$ cat src/rtl/lbus_initiator_pkg.sv
// Shared definitions for the local-bus initiator: size codes, we encodings,
// FSM states, the CLINT window and the store-data lane replication helper.
package lbus_initiator_pkg;

  localparam logic [1:0] LBUS_SZ_BYTE = 2'b00;
  localparam logic [1:0] LBUS_SZ_HALF = 2'b01;
  localparam logic [1:0] LBUS_SZ_WORD = 2'b10;
  localparam logic [1:0] LBUS_SZ_RSVD = 2'b11;

  localparam logic [2:0] LBUS_WE_WORD = 3'b110;
  localparam logic [2:0] LBUS_WE_HALF = 3'b101;
  localparam logic [2:0] LBUS_WE_BYTE = 3'b100;

  localparam logic [15:0] CLINT_BASE_HI = 16'h0200;

  typedef enum logic [1:0] {
    ST_IDLE,
    ST_ACCESS,
    ST_WAIT,
    ST_RESP
  } lbus_state_e;

  // Responders pick their own lane, so narrow stores are copied to every lane.
  function automatic logic [31:0] lbus_replicate(input logic [31:0] d,
                                                 input logic [1:0]  size);
    logic [31:0] r;
    case (size)
      LBUS_SZ_BYTE: r = {4{d[7:0]}};
      LBUS_SZ_HALF: r = {2{d[15:0]}};
      default:      r = d;
    endcase
    return r;
  endfunction

endpackage

$ cat src/rtl/lbus_load_align.sv
// Load data alignment: lane extraction by byte offset, then sign or zero
// extension. Purely combinational so the data-memory path can reuse it.
module lbus_load_align
  import lbus_initiator_pkg::*;
#(
  parameter int XLEN = 32
) (
  input  logic [XLEN-1:0] data,
  input  logic [1:0]      offset,
  input  logic [1:0]      size,
  input  logic            is_unsigned,
  output logic [XLEN-1:0] result
);

  logic [7:0]  byte_lane;
  logic [15:0] half_lane;
  logic        byte_sign;
  logic        half_sign;

  // Half selects on offset[1] only, which aligns a misaligned half down.
  assign byte_lane = data[{offset, 3'b000} +: 8];
  assign half_lane = data[{offset[1], 4'b0000} +: 16];
  assign byte_sign = byte_lane[7] & ~is_unsigned;
  assign half_sign = half_lane[15] & ~is_unsigned;

  always_comb begin
    result = data;
    case (size)
      LBUS_SZ_BYTE: result = {{(XLEN-8){byte_sign}}, byte_lane};
      LBUS_SZ_HALF: result = {{(XLEN-16){half_sign}}, half_lane};
      default:      result = data;
    endcase
  end

endmodule

$ cat src/rtl/lbus_initiator.sv
// Local-bus initiator: one LSU load/store at a time becomes a sel/addr/we/wdata
// cycle. Optional macro LBUS_INITIATOR_MISALIGN_ERR_EN turns misaligned half/word into errors.
module lbus_initiator
  import lbus_initiator_pkg::*;
#(
  parameter int          XLEN    = 32,
  parameter logic [15:0] BASE_HI = CLINT_BASE_HI,
  parameter int          RD_LAT  = 1
) (
  input  logic            clk,
  input  logic            rst_n,
  input  logic            req_valid,
  output logic            req_ready,
  input  logic [31:0]     req_addr,
  input  logic            req_write,
  input  logic [1:0]      req_size,
  input  logic            req_unsigned,
  input  logic [XLEN-1:0] req_wdata,
  output logic            resp_valid,
  output logic [XLEN-1:0] resp_rdata,
  output logic            resp_err,
  output logic            sel,
  output logic [15:0]     addr,
  output logic [2:0]      we,
  output logic [XLEN-1:0] wdata,
  input  logic [XLEN-1:0] rdata
);

  localparam logic [2:0] WAIT_INIT = 3'((RD_LAT > 0) ? RD_LAT - 1 : 0);

  lbus_state_e     state_reg, state_next;
  logic            sel_reg, sel_next;
  logic [15:0]     addr_reg, addr_next;
  logic [2:0]      we_reg, we_next;
  logic [XLEN-1:0] wdata_reg, wdata_next;
  logic            resp_valid_reg, resp_valid_next;
  logic [XLEN-1:0] resp_rdata_reg, resp_rdata_next;
  logic            resp_err_reg, resp_err_next;
  logic [2:0]      cnt_reg, cnt_next;
  logic            write_reg, write_next;
  logic [1:0]      size_reg, size_next;
  logic            uns_reg, uns_next;
  logic            err_reg, err_next;
  logic [XLEN-1:0] result_reg, result_next;

  logic            misalign;
  logic            hit;
  logic [XLEN-1:0] aligned_data;

`ifdef LBUS_INITIATOR_MISALIGN_ERR_EN
  assign misalign = ((req_size == LBUS_SZ_HALF) && req_addr[0]) ||
                    ((req_size == LBUS_SZ_WORD) && (req_addr[1:0] != 2'b00));
`else
  assign misalign = 1'b0;
`endif

  assign hit = (req_addr[31:16] == BASE_HI) && (req_size != LBUS_SZ_RSVD) && !misalign;

  // addr_reg still carries the latched offset while the read is in flight.
  lbus_load_align #(.XLEN(XLEN)) u_align (
    .data        (rdata),
    .offset      (addr_reg[1:0]),
    .size        (size_reg),
    .is_unsigned (uns_reg),
    .result      (aligned_data)
  );

  always_comb begin
    state_next      = state_reg;
    sel_next        = sel_reg;
    addr_next       = addr_reg;
    we_next         = we_reg;
    wdata_next      = wdata_reg;
    resp_valid_next = 1'b0;
    resp_rdata_next = '0;
    resp_err_next   = 1'b0;
    cnt_next        = cnt_reg;
    write_next      = write_reg;
    size_next       = size_reg;
    uns_next        = uns_reg;
    err_next        = err_reg;
    result_next     = result_reg;

    case (state_reg)
      ST_IDLE: begin
        if (req_valid) begin
          write_next  = req_write;
          size_next   = req_size;
          uns_next    = req_unsigned;
          result_next = '0;
          if (hit) begin
            err_next   = 1'b0;
            sel_next   = 1'b1;
            addr_next  = req_addr[15:0];
            we_next    = {req_write, req_size};
            wdata_next = lbus_replicate(req_wdata, req_size);
            state_next = ST_ACCESS;
          end else begin
            err_next   = 1'b1;
            state_next = ST_RESP;
          end
        end
      end

      ST_ACCESS: begin
        if (write_reg || (RD_LAT == 0)) begin
          if (!write_reg) begin
            result_next = aligned_data;
          end
          sel_next   = 1'b0;
          we_next    = 3'b000;
          state_next = ST_RESP;
        end else begin
          cnt_next   = WAIT_INIT;
          state_next = ST_WAIT;
        end
      end

      ST_WAIT: begin
        if (cnt_reg == 3'd0) begin
          result_next = aligned_data;
          sel_next    = 1'b0;
          we_next     = 3'b000;
          state_next  = ST_RESP;
        end else begin
          cnt_next = cnt_reg - 3'd1;
        end
      end

      ST_RESP: begin
        resp_valid_next = 1'b1;
        resp_err_next   = err_reg;
        resp_rdata_next = (err_reg || write_reg) ? '0 : result_reg;
        state_next      = ST_IDLE;
      end

      default: state_next = ST_IDLE;
    endcase
  end

  always_ff @(posedge clk) begin
    if (!rst_n) begin
      state_reg      <= ST_IDLE;
      sel_reg        <= 1'b0;
      addr_reg       <= '0;
      we_reg         <= '0;
      wdata_reg      <= '0;
      resp_valid_reg <= 1'b0;
      resp_rdata_reg <= '0;
      resp_err_reg   <= 1'b0;
      cnt_reg        <= '0;
      write_reg      <= 1'b0;
      size_reg       <= '0;
      uns_reg        <= 1'b0;
      err_reg        <= 1'b0;
      result_reg     <= '0;
    end else begin
      state_reg      <= state_next;
      sel_reg        <= sel_next;
      addr_reg       <= addr_next;
      we_reg         <= we_next;
      wdata_reg      <= wdata_next;
      resp_valid_reg <= resp_valid_next;
      resp_rdata_reg <= resp_rdata_next;
      resp_err_reg   <= resp_err_next;
      cnt_reg        <= cnt_next;
      write_reg      <= write_next;
      size_reg       <= size_next;
      uns_reg        <= uns_next;
      err_reg        <= err_next;
      result_reg     <= result_next;
    end
  end

  assign req_ready  = (state_reg == ST_IDLE);
  assign resp_valid = resp_valid_reg;
  assign resp_rdata = resp_rdata_reg;
  assign resp_err   = resp_err_reg;
  assign sel        = sel_reg;
  assign addr       = addr_reg;
  assign we         = we_reg;
  assign wdata      = wdata_reg;

endmodule

$ cat config.mk
export PLATFORM = sky130hd
export DESIGN_NAME = lbus_initiator
export DESIGN_NICKNAME = d
export VERILOG_FILES = /design/src/rtl/lbus_initiator_pkg.sv /design/src/rtl/lbus_load_align.sv /design/src/rtl/lbus_initiator.sv
export SDC_FILE = /design/constraint.sdc
export NUM_CORES = 1
export LEC_CHECK = 0
export ABC_CLOCK_PERIOD_IN_PS = 2500
export CORE_MARGIN = 1
export CORE_UTILIZATION = 37
export CTS_CLUSTER_SIZE = 8
export DETAILED_ROUTE_END_ITERATION = 8
export GPL_TIMING_DRIVEN = 0
export PLACE_DENSITY_LB_ADDON = 0.2
export SLEW_MARGIN = 15
export SYNTH_ARGS = -nofsm -noshare
export SYNTH_HDL_FRONTEND = slang
export SYNTH_SLANG_ARGS = --single-unit
export TNS_END_PERCENT = 30
$ cat constraint.sdc
create_clock -name clk -period 2.5 [get_ports clk]
set_clock_uncertainty 0.1 [all_clocks]
set_input_delay 0.75 -clock clk [delete_from_list [all_inputs] [get_ports clk]]
set_output_delay 0.75 -clock clk [all_outputs]
set_load 0.03 [all_outputs]
==> run summary <==
total wirelength of the detailed-routed design - 17600 um
final net count - 926
Num CTS Buffers - 17
worst-path maximum fanout - 10
final critical-path share of the clock period - 99.9%
detailed-route DRC error count - 18
Worst Setup End Kind - flip-flop
Final Power - 6.13 mW
die height - 125 um
die width - 125 um
Mapped Cells - 606
Routed WL per cell - 17.4 um
register bit total from synthesis - 128
standby leakage power - 3.16 nW
total routing usage reported by global routing - 22.6%
total of endpoints with negative setup slack in the final report - 0
non-filler cells, final - 1013
DPL Wire Length - 13300 um
Inserted Diodes - 0
global-route wire length before repair - 27600 um
Slew Limit Fails - 0
maximum number of pins on one net before global-route repair - 17
worst-margin pin slew - 0.672 ns
DR vias - 5427
count of synthesis-stage warnings from yosys - 0
Synth cell types - 47
global-route congestion overflow total - 0
layout cells sized above 1 - 13.0%
RePlAce Congestion - 0.872
count of TritonRoute iterations in the first routing pass - 8
fraction of synthesized area in multiplexers - 9.24%
count of maximum capacitance violations - 0
clock-pin transition on the worst setup and hold timing paths - 0.06 ns
number of nets with antenna violations after routing - 0
areal power density over the cells - 730 mW/mm2
final hold violations - 0
average cell area after synthesis - 9.20 um2
highest clock frequency the design can meet - 0.400 GHz
Critical Path Start Type - primary input
clock root buffer - sky130_fd_sc_hd__clkbuf_16
class of the most critical setup path - primary input to flip-flop
area of the core - 0.0146 mm2
Worst Path Required - 2.69 ns
number of buffers added on ports - 188
complex-gate fraction of the synthesized area - 21.4%
violated checks - DRC
total die area - 0.0156 mm2
maximum buffer depth of the clock tree - 2
status - finished, violations left
sequential fraction of the synthesis area - 45.9%
peak supply drop - 0.000532 V
number of levels the H-tree was split into - 4
# rows - 44
Cell Area, Synth - 0.00558 mm2
via count of the first global-routing pass - 5369
average via count per standard cell - 5.36
Post-Synth Simple-Gate Area - 15.9%
share of the synthesized netlist area taken by xor and xnor gates - 0.314%
RSZ-0062 raised after global routing - yes
dominant combinational cell family by area after synthesis - compound AO/OA/AOI/OAI gates
setup_tns - 0 ns
final worst path period need - 2.50 ns
initial antenna violation count - 0
starting utilization of the core area - 38.1%
Hold/Removal Path Class - flip-flop to flip-flop
clock tree from TritonCTS - done
area growth from synthesis to final layout - 50.5%
I/O pin cnt - 190
clk_lat worst skew - 0.42 ns
Worst slew margin - 55.0%
top_reg_cell synth - sky130_fd_sc_hd__dfxtp_1
count of clock tree sinks - 128
Worst Hold Slack - 0.343 ns
post-synthesis adder-cell area fraction - 1.57%
share of async-settable or async-resettable flops after synthesis - 0%
count of flip-flops with a built-in enable after synthesis - 0
data arrival time of the critical path - 2.69 ns
DR iter-0 viols - 350
post-synth net total - 716
dpl cells - 978
[worst max-delay path, cell delays in order]
cell and delay [ns]:
sky130_fd_sc_hd__clkdlybuf4s50_1 0.40, sky130_fd_sc_hd__or4_4 0.59, sky130_fd_sc_hd__a211o_4 0.37, sky130_fd_sc_hd__clkbuf_1 0.24, sky130_fd_sc_hd__o21ai_0 0.25, sky130_fd_sc_hd__a21oi_1 0.10
[layout by cell type, fill, tap and decap left out, types with 3 or more instances in the layout]
| cell | n |
|---|---|
| sky130_fd_sc_hd__clkbuf_2 | 9 |
| sky130_fd_sc_hd__a22oi_1 | 16 |
| sky130_fd_sc_hd__clkdlybuf4s50_1 | 187 |
| sky130_fd_sc_hd__clkinv_2 | 8 |
| sky130_fd_sc_hd__buf_2 | 7 |
| sky130_fd_sc_hd__o21ai_2 | 4 |
| sky130_fd_sc_hd__ha_1 | 7 |
| sky130_fd_sc_hd__clkbuf_4 | 3 |
| sky130_fd_sc_hd__nand3_1 | 52 |
| sky130_fd_sc_hd__a211oi_1 | 3 |
| sky130_fd_sc_hd__o21ai_0 | 40 |
| sky130_fd_sc_hd__inv_1 | 16 |
| sky130_fd_sc_hd__buf_4 | 7 |
| sky130_fd_sc_hd__nor2b_1 | 9 |
| sky130_fd_sc_hd__mux2i_1 | 20 |
| sky130_fd_sc_hd__buf_6 | 4 |
| sky130_fd_sc_hd__nand2_1 | 26 |
| sky130_fd_sc_hd__clkbuf_16 | 17 |
| sky130_fd_sc_hd__mux2_2 | 26 |
| sky130_fd_sc_hd__or4_4 | 3 |
| sky130_fd_sc_hd__o2bb2ai_1 | 23 |
| sky130_fd_sc_hd__o21ai_1 | 21 |
| sky130_fd_sc_hd__dfxtp_1 | 128 |
| sky130_fd_sc_hd__bufinv_16 | 3 |
| sky130_fd_sc_hd__a21o_1 | 8 |
| sky130_fd_sc_hd__a21oi_1 | 56 |
| sky130_fd_sc_hd__nand2b_1 | 13 |
| sky130_fd_sc_hd__nand3b_1 | 4 |
| sky130_fd_sc_hd__and2_1 | 33 |
| sky130_fd_sc_hd__nor2_1 | 8 |
| sky130_fd_sc_hd__clkbuf_1 | 25 |
| sky130_fd_sc_hd__a221oi_1 | 9 |
[path summary, 6_finish.rpt]
kind,endpoint,slack [ns],cells past startpoint,from
setup / recovery,wdata[10],0.003,6,req_addr[29]
hold / removal,result_reg[12],0.34,1,result_reg[12]
setup reg to reg,result_reg[12],0.14,9,state_reg[0]
hold reg to reg,result_reg[12],0.34,1,result_reg[12]
[logic make-up after synthesis]
group,Yosys count
AOI/OAI and AO/OA,192
buffers and inverters,69
xor gates and xnor gates,2
DFF,128
adders and majority gates,7
and+or+nand+nor,161
muxes,47
[metal layers]
metal  wire, um  GRT usage (%)
met1       7340           26.9
met2       8630           38.4
met4        388           10.0
met5          0              0
met3       1250           5.67
[stage by stage]
step           instance area [um2]  util, %  worst slack (ns)
4_1_cts                       8290     56.6           0.00605
5_1_grt                       8390     57.3           -0.0361
2_1_floorplan                 5580        -             0.141
6_report                      8390     57.3           0.00250
3_3_place_gp                  7690     52.5            -0.434
3_5_place_dp                  7690     52.5            -0.480
[power breakdown]
part,switching [mW],internal (mW)
logic,0.766,0.597
clock network,0.907,1.55
registers,0.101,2.21
total,1.78,4.35
[cell type report]
cell class                      count  area, um2
Inverter                           16       60.1
Multi-Input combinational cell    409       2770
Sequential cell                   128       2560
Clock buffer                       19        433
Tap cell                          184        230
Clock inverter                     13        145
Fill cell                        1293       6250
Timing Repair Buffer              191       1900
Buffer                             53        287
[cells in the mapped netlist, types with 10 or more instances]
cell type                   instances  area share [%]
sky130_fd_sc_hd__clkbuf_1          33             2.2
sky130_fd_sc_hd__and2_1            33             3.7
sky130_fd_sc_hd__mux2_2            26             5.2
sky130_fd_sc_hd__o21ai_0           46             4.1
sky130_fd_sc_hd__dfxtp_1          128              46
sky130_fd_sc_hd__a21oi_1           58             5.2
sky130_fd_sc_hd__inv_1             16             1.1
sky130_fd_sc_hd__a22oi_1           16             2.2
sky130_fd_sc_hd__mux2i_1           20             3.6
sky130_fd_sc_hd__o21ai_1           20             1.8
sky130_fd_sc_hd__nand2b_1          13             1.5
sky130_fd_sc_hd__nand2_1           26             1.7
sky130_fd_sc_hd__nand3_1           52             4.7
sky130_fd_sc_hd__buf_2             11            0.99
sky130_fd_sc_hd__nor2b_1           10             1.1
sky130_fd_sc_hd__o2bb2ai_1         23             3.6
[repair_timing]
item | CTS | global route
hold buffers | 0 | 0
setup endpoints to repair | 45 | 99
buffers inserted | 0 | 3
pin swaps | 1 | 5
resized for setup | 12 | 33
Power figures use the tool's default switching activity.
